--- src/rtl/piso_tx.sv ---
// Parallel-in, serial-out transmitter: loads a WIDTH-bit word on ld and shifts it
// out one bit per clock, framed by sfrm, followed by a one-cycle done pulse.
module piso_tx #(
    parameter int WIDTH     = 32,
    parameter bit LSB_FIRST = 1'b1
) (
    input  logic             clk,
    input  logic             rst_n,
    input  logic [WIDTH-1:0] din,
    input  logic             ld,
    output logic             busy,
    output logic             sdo,
    output logic             sfrm,
    output logic             done
);

    localparam int CNT_W = $clog2(WIDTH);
    localparam logic [CNT_W-1:0] LAST_BIT = CNT_W'(WIDTH - 1);

    typedef enum logic [1:0] {
        IDLE  = 2'd0,
        SHIFT = 2'd1,
        DONE  = 2'd2
    } state_t;

    state_t           state_reg;
    logic [WIDTH-1:0] shift_reg;
    logic [CNT_W-1:0] cnt_reg;

    logic [WIDTH-1:0] shifted;
    logic             head_din;
    logic             head_shifted;

    // The output end is bit 0 for LSB-first and bit WIDTH-1 for MSB-first.
    assign shifted      = LSB_FIRST ? (shift_reg >> 1) : (shift_reg << 1);
    assign head_din     = LSB_FIRST ? din[0] : din[WIDTH-1];
    assign head_shifted = LSB_FIRST ? shifted[0] : shifted[WIDTH-1];

    always_ff @(posedge clk or negedge rst_n) begin
        if (!rst_n) begin
            state_reg <= IDLE;
            shift_reg <= '0;
            cnt_reg   <= '0;
            busy      <= 1'b0;
            sfrm      <= 1'b0;
            sdo       <= 1'b0;
            done      <= 1'b0;
        end else begin
            case (state_reg)
                IDLE, DONE: begin
                    done <= 1'b0;
                    if (ld) begin
                        // sdo is registered, so the first bit comes straight from din.
                        shift_reg <= din;
                        cnt_reg   <= '0;
                        state_reg <= SHIFT;
                        busy      <= 1'b1;
                        sfrm      <= 1'b1;
                        sdo       <= head_din;
                    end else begin
                        state_reg <= IDLE;
                        busy      <= 1'b0;
                        sfrm      <= 1'b0;
                        sdo       <= 1'b0;
                    end
                end
                SHIFT: begin
                    shift_reg <= shifted;
                    if (cnt_reg == LAST_BIT) begin
                        state_reg <= DONE;
                        busy      <= 1'b0;
                        sfrm      <= 1'b0;
                        sdo       <= 1'b0;
                        done      <= 1'b1;
                    end else begin
                        cnt_reg <= cnt_reg + 1'b1;
                        sdo     <= head_shifted;
                    end
                end
                default: begin
                    state_reg <= IDLE;
                    busy      <= 1'b0;
                    sfrm      <= 1'b0;
                    sdo       <= 1'b0;
                    done      <= 1'b0;
                end
            endcase
        end
    end

endmodule
--- config.mk ---
export PLATFORM = sky130hd
export DESIGN_NAME = piso_tx
export DESIGN_NICKNAME = d
export VERILOG_FILES = /design/src/rtl/piso_tx.sv
export SDC_FILE = /design/constraint.sdc
export NUM_CORES = 1
export LEC_CHECK = 0
export BUFFER_PORTS_ARGS = -buffer_cell sky130_fd_sc_hd__buf_2
export CAP_MARGIN = 40
export CORE_MARGIN = 4
export CORE_UTILIZATION = 35
export CTS_CLUSTER_DIAMETER = 100
export DETAILED_ROUTE_END_ITERATION = 10
export GPL_ROUTABILITY_DRIVEN = 1
export PLACE_DENSITY_LB_ADDON = 0.1
export RECOVER_POWER = 50
export REMOVE_ABC_BUFFERS = 1
export SYNTH_ARGS = -nofsm -noshare
export SYNTH_HDL_FRONTEND = slang
export SYNTH_SLANG_ARGS = --single-unit
--- constraint.sdc ---
create_clock -name clk -period 1.8 [get_ports clk]
set_input_delay 0.09 -clock clk [delete_from_list [all_inputs] [get_ports clk]]
set_output_delay 0.09 -clock clk [all_outputs]
set_load 0.01 [all_outputs]
==> summary.txt, run 1 <==
Leak Pwr = 1.06 nW
Buf/Inv on CP = 0
Final Hold Vio Count = 0
Max clock buf depth = 2
Simple-gate share of the synthesized area = 26.3%
Max Clk Rate = 0.594 GHz
Dpl hpwl = 2440 um
Full die area = 6570 um^2
Worst Setup Start Kind = flip-flop
RSZ-0062 raised after global routing = no
Final worst path period share = 93.6%
Flop2flop setup slack = 120 ps
Slowest CP cell = or3b_4
Worst-skew pair later-pin latency = 280 ps
Total grt overflow = 0
Worst hold path class = input pin to flip-flop
Crit path DAT = 1850 ps
Post-Synth Adder-Cell Area = 1.34%
Largest register FFs = 31
CTS Root Buffer Type = clkbuf_8
Ports = 39
Final slew viol count = 0
Yosys reg bits = 40
FILL cells = 555
Drt wl/cell = 11.9 um
Synth Flop Type = dfrtp_1
Vias in the first global route = 1421
Multiplexer share of the synthesized area = 0.536%
Top delay family on crit path = simple AND/OR/NAND/NOR gates
DRT iter0 DRCs = 65
Post-route design area = 2230 um^2
Total CTS buffers = 5
Origin of the worst setup path = cnt_reg[0]$_DFFE_PN0P_
Max-cap viol count = 0
DR vias = 1481
Final nets = 286
Crit Path Category = flip-flop to flip-flop
Die Y = 81.1 um
Pre-antenna DRT Iters = 4
Worst R2R Start = cnt_reg[0]$_DFFE_PN0P_
DIE WIDTH = 81.1 um
Status = completed
Post-synth EDFFs = 0
CTS tree = done
Synthesized area per cell = 8.90 um^2
Antenna diode count = 0
Buffers on Ports = 38
Synth Instances = 210
Clk slew on worst S/H paths = 80 ps
FP Rows = 26
CTS sink count = 40
Yosys warns = 0
Max VDD drop = 0.682 mV
Clock skew = 6.23 ps
Worst-Margin Slew = 956 ps
CP max stage delay = 440 ps
Synth Area in Compound Gates = 11.5%
Synth area leaders = dfrtp_1 54%, nand2_1 14%, a31oi_1 10%
CP required = 1960 ps
PD cells = 1510 nW/um^2
Worst r2r dst = cnt_reg[2]$_DFFE_PN0P_
Most instantiated cells after synthesis = 70 x nand2_1, 40 x dfrtp_1, 31 x nor2_1
Synth area leader = dfrtp_1
Initial core utilization = 36.3%
Critical path capture point = cnt_reg[2]$_DFFE_PN0P_
Fin crit period = 1680 ps
Layout cells sized above 1 = 24.4%
Vias per inst = 4.63
Cell Area, Synth = 1870 um^2
Most instantiated library cell after synthesis = nand2_1
XOR/XNOR share of the synthesized area = 0%
Routability-driven placement congestion ratio = 0.742
FFs w/ async S/R, synth = 100%
DRC violations left = 0
Initial antenna violation count = 0
Cell mode on critical path = ha_1
Final setup violation count = 0
Worst Path Max Fanout = 6
Yosys top cell area share = 53.6%
CP endpoint kind = flip-flop
First-pass GRT wire length = 6600 um
Crit-path cells = ha_1 > and3_1 > ha_1 > or3b_4 > nand3_2 > o21ai_1
Setup_tns = 0 ps
Post-synthesis sequential area ratio = 53.6%
Largest net degree at the start of global routing = 64
Placed Instance Area = 2120 um^2
R2R cell count = 6
Synth unique cells = 23
CP Depth = 6
H-tree depth = 2
Worst slew margin relative to its limit = 36.3%
Largest family of logic cells by synthesized area = simple AND/OR/NAND/NOR gates
Antenna Violating Nets Remaining = 0
Synthesis-to-finish area growth = 19.4%
CORE AREA = 5140 um^2
Overall Global Routing Usage = 13.1%
Total routed wirelength = 3800 um
-- repair_timing --
item | in CTS | in global routing
hold buffers | 2 | 0
resized for setup | 0 | 1
buffers inserted | 0 | 0
endpoints found under the hold margin | 15 | 0
endpoints found under the setup margin | 0 | 4
-- final cells by class --
cell class              instances  area (um^2)  share of cell area [%]
flip-flops and latches         40         1000                    44.9
repair buffers                 49          294                    13.2
clock buffers                   6         82.6                    3.70
multi-input cells             151          748                    33.5
well taps                      70         87.6                    3.93
inverters                       2         7.51                   0.337
clock inverters                 2         10.0                   0.449
-- worst min path at each step --
| stage | from | to | slack [ps] | cells after the start |
|---|---|---|---|---|
| after floorplan | rst_n | cnt_reg[0]$_DFFE_PN0P_ | -210 | 0 |
| after global placement | rst_n | shift_reg[2]$_DFFE_PN0P_ | 40 | 1 |
| after detailed placement | rst_n | shift_reg[2]$_DFFE_PN0P_ | 30 | 1 |
| after CTS | din[0] | sdo$_DFF_PN0_ | 20 | 2 |
| after global routing | din[0] | sdo$_DFF_PN0_ | 3 | 2 |
| final | din[0] | sdo$_DFF_PN0_ | 20 | 2 |
-- worst register-to-register path: cells and delay by family, from the launching register on --
family / cells / cell delay (ps)
fa+ha+maj: 2 / 410
flops: 1 / 390
simple gates: 3 / 720
compound gates: 1 / 60
-- power by group --
| group | internal [W] | total [W] | switching (W) | leakage (nW) |
|---|---|---|---|---|
| combinational | 0.000555 | 0.00125 | 0.000691 | 0.560 |
| clock | 0.000306 | 0.000608 | 0.000302 | 0.0510 |
| sequential | 0.00129 | 0.00151 | 0.000216 | 0.454 |
-- layer usage --
| layer | up-vias | track usage, % | part of all wire, % | wire length (um) |
|---|---|---|---|---|
| met3 | 2 | 4.10 | 5.2 | 196 |
| met4 | 0 | 4.05 | 0.71 | 27 |
| met5 | - | 0 | 0 | 0 |
| met2 | 27 | 20.4 | 45 | 1700 |
| met1 | 681 | 17.3 | 49 | 1870 |
| li1 | 771 | - | - | - |
-- logic make-up (layout without fill, tap and decap cells) --
kind of cell             Yosys count  count (layout)
AND/OR/NAND/NOR                  114             114
flip-flops                        40              40
AO/OA/AOI/OAI                     34              34
buffers and inverters             19              59
adder cells (fa/ha/maj)            2               2
multiplexers                       1               1
-- stage by stage --
step	utilization (%)	setup slack (ps)	std cells	power (W)	hold slack [ps]
floorplan	-	-153	193	0.00237	-206
finish	43.4	116	320	0.00336	23.6
detailed placement	41.3	21.9	310	0.00279	33.7
CTS	43.5	3.95	320	0.00342	16.1
global placement	41.3	47.4	310	0.00279	39.4
global route	43.4	43.5	320	0.00371	3.42
-- placed cells by master, fill, tap and decap left out, types with 2 or more instances in the layout --
master / n
clkbuf_1: 3
inv_1: 2
nand2_1: 70
buf_4: 5
dlygate4sd3_1: 2
nand3_2: 4
dfrtp_1: 40
ha_1: 2
clkinv_2: 2
clkbuf_8: 6
nor2_1: 31
clkbuf_2: 2
buf_12: 2
buf_2: 35
a31oi_1: 30
Power figures use the tool's default switching activity.
==> inputs of run 2 (changes only) <==
--- a/config.mk
+++ b/config.mk
@@ -5,6 +5,7 @@
 export SDC_FILE = /design/constraint.sdc
 export NUM_CORES = 1
 export LEC_CHECK = 0
+export ABC_AREA = 1
 export BUFFER_PORTS_ARGS = -buffer_cell sky130_fd_sc_hd__buf_2
 export CAP_MARGIN = 40
 export CORE_MARGIN = 4
==> run 2 against run 1 <==
Cell area up 6.5%. Clock power is 1% higher. Clock skew shrank 1.3 ps. Sequential power is 7% lower. Die area grew 10%. Critical endpoint is now cnt_reg[1]$_DFFE_PN0P_. Largest power group is now combinational cells.
==> summary.txt, run 2 <==
Status = completed
Post-synthesis sequential area ratio = 48.0%
Post-layout util = 42.1%
Die Y = 85.2 um
RSZ-0062 raised after global routing = no
Layout cells sized above 1 = 24.4%
Final worst path period share = 83.9%
Worst Setup Start Kind = flip-flop
Most instantiated cells after synthesis = 74 x nand2_1, 41 x o21ai_1, 40 x dfrtp_1
PD cells = 1490 nW/um^2
Initial core utilization = 37.0%
Yosys top cell area share = 48.0%
Overall Global Routing Usage = 11.4%
Crit Path Category = flip-flop to flip-flop
Synth area leaders = dfrtp_1 48%, nand2_1 13%, o21ai_1 9.8%
Max clock buf depth = 2
Worst Hold Launch = din[0]
Total grt overflow = 0
Min Hold Slack = 11.9 ps
Setup_tns = 0 ps
DIE WIDTH = 85.2 um
Critical path capture point = cnt_reg[1]$_DFFE_PN0P_
Largest net degree at the start of global routing = 62
Max-cap viol count = 0
Worst R2R Start = cnt_reg[0]$_DFFE_PN0P_
Clk slew on worst S/H paths = 70 ps
Fin crit period = 1510 ps
Clock skew = 4.97 ps
CTS Root Buffer Type = clkbuf_8
Worst-Margin Slew = 1080 ps
Total CTS buffers = 5
CORE AREA = 5640 um^2
Most instantiated library cell after synthesis = nand2_1
Final setup violation count = 0
Vias in the first global route = 1521
Buffers on Ports = 38
Largest register FFs = 31
FFs w/ async S/R, synth = 100%
Synth unique cells = 17
Max VDD drop = 0.522 mV
Most frequent cells in the layout = 74 x nand2_1, 41 x o21ai_1, 40 x dfrtp_1
Vias per inst = 4.52
Worst Path Max Fanout = 4
Full die area = 7260 um^2
Worst hold path class = input pin to flip-flop
Dpl hpwl = 2680 um
Worst r2r dst = cnt_reg[1]$_DFFE_PN0P_
First-pass GRT wire length = 6610 um
Worst-skew pair later-pin latency = 290 ps
CP endpoint kind = flip-flop
Post-synth EDFFs = 0
Flop2flop setup slack = 290 ps
Synthesis-to-finish area growth = 13.9%
DR vias = 1624
Commonest non-fill, non-tap cell in the layout = nand2_1
Final Hold Vio Count = 0
Total routed wirelength = 3810 um
Final nets = 323
Synth Flop Type = dfrtp_1
Worst slew margin relative to its limit = 28.3%
Initial antenna violation count = 0
Post-cts resize count = 0
Antenna Violating Nets Remaining = 0
Synth area leader = dfrtp_1
Crit path DAT = 1720 ps
CP required = 2010 ps
Drt wl/cell = 10.6 um
R2R cell count = 8
Synth Instances = 248
FP Rows = 27
Ports = 39
Yosys warns = 0
DRC violations left = 0
Pre-antenna DRT Iters = 4
Final slew viol count = 0
Leak Pwr = 1.16 nW
DRT iter0 DRCs = 46
Antenna diode count = 0
Yosys reg bits = 40
Routability-driven placement congestion ratio = 0.812
Cell Area, Synth = 2090 um^2
CTS tree = done
Synthesized area per cell = 8.41 um^2
Max Clk Rate = 0.662 GHz
CTS sink count = 40
H-tree depth = 2
Origin of the worst setup path = cnt_reg[0]$_DFFE_PN0P_
-- run 2: changes by cell type in the layout (fill, tap and decap cells not counted), sizes merged, moves of 2 or more --
cell    delta
buf        -3
o21ai     +63
nand2      +6
nor3b      -2
a31oi     -30
clkinv     -2
inv       +38
nand2b     -2
nor2      -24
-- run 2: through the flow --
step                      power, W  setup WS [ps]  instance area (um^2)  cells
final                      0.00355            289                  2380    359
after CTS                  0.00361            255                  2370    358
after detailed placement   0.00297            271                  2270    349
after floorplan            0.00260            309                  1950    235
after global routing       0.00388           32.3                  2380    359
after global placement     0.00296            348                  2270    349
-- run 2: final cells by class --
class | count | area, um^2
clock buffer | 8 | 90.1
multi-input combinational | 155 | 796
inverter | 40 | 150
sequential | 40 | 1000
timing repair buffer | 44 | 249
fill | 620 | 3270
tap | 72 | 90.1
-- run 2: worst min-delay path by stage --
stage,cells after the start,slack (ps),end
2_1_floorplan,0,-210,cnt_reg[0]$_DFFE_PN0P_
3_3_place_gp,1,70,cnt_reg[2]$_DFFE_PN0P_
3_5_place_dp,1,70,cnt_reg[2]$_DFFE_PN0P_
4_1_cts,3,2,sdo$_DFF_PN0_
5_1_grt,3,40,sdo$_DFF_PN0_
6_report,3,10,sdo$_DFF_PN0_
-- run 2: layer usage --
metal  global-route usage, %  wire [um]
met5                       0          0
met4                    5.18         72
met3                    3.50        185
met2                    17.8       1680
met1                    14.3       1870
-- run 2: kinds of logic after synthesis --
family	count (synthesis)	share of synthesized area (%)
AOI/OAI and AO/OA	66	19.4
adders and majority gates	2	1.20
buffers and inverters	53	13.9
DFF	40	48.0
and+or+nand+nor	87	17.5
-- run 2: report_power, final --
part / total (W) / internal [W] / switching, W
logic: 0.00153 / 0.000572 / 0.000953
registers: 0.00141 / 0.00128 / 0.000131
clock network: 0.000617 / 0.000313 / 0.000304
-- run 2: what timing repair did --
item	in CTS	in global routing
endpoints found under the hold margin	17	1
hold buffers	1	1
setup buffers	0	0
-- run 2: worst max-delay path, stage by stage, from the launching register on --
cell and delay (ps):
dfrtp_1 390, ha_1 180, nand2_1 70, nor2_1 110, ha_1 220, inv_1 70, nand3_1 120, nand2_1 90
o21ai_0 170
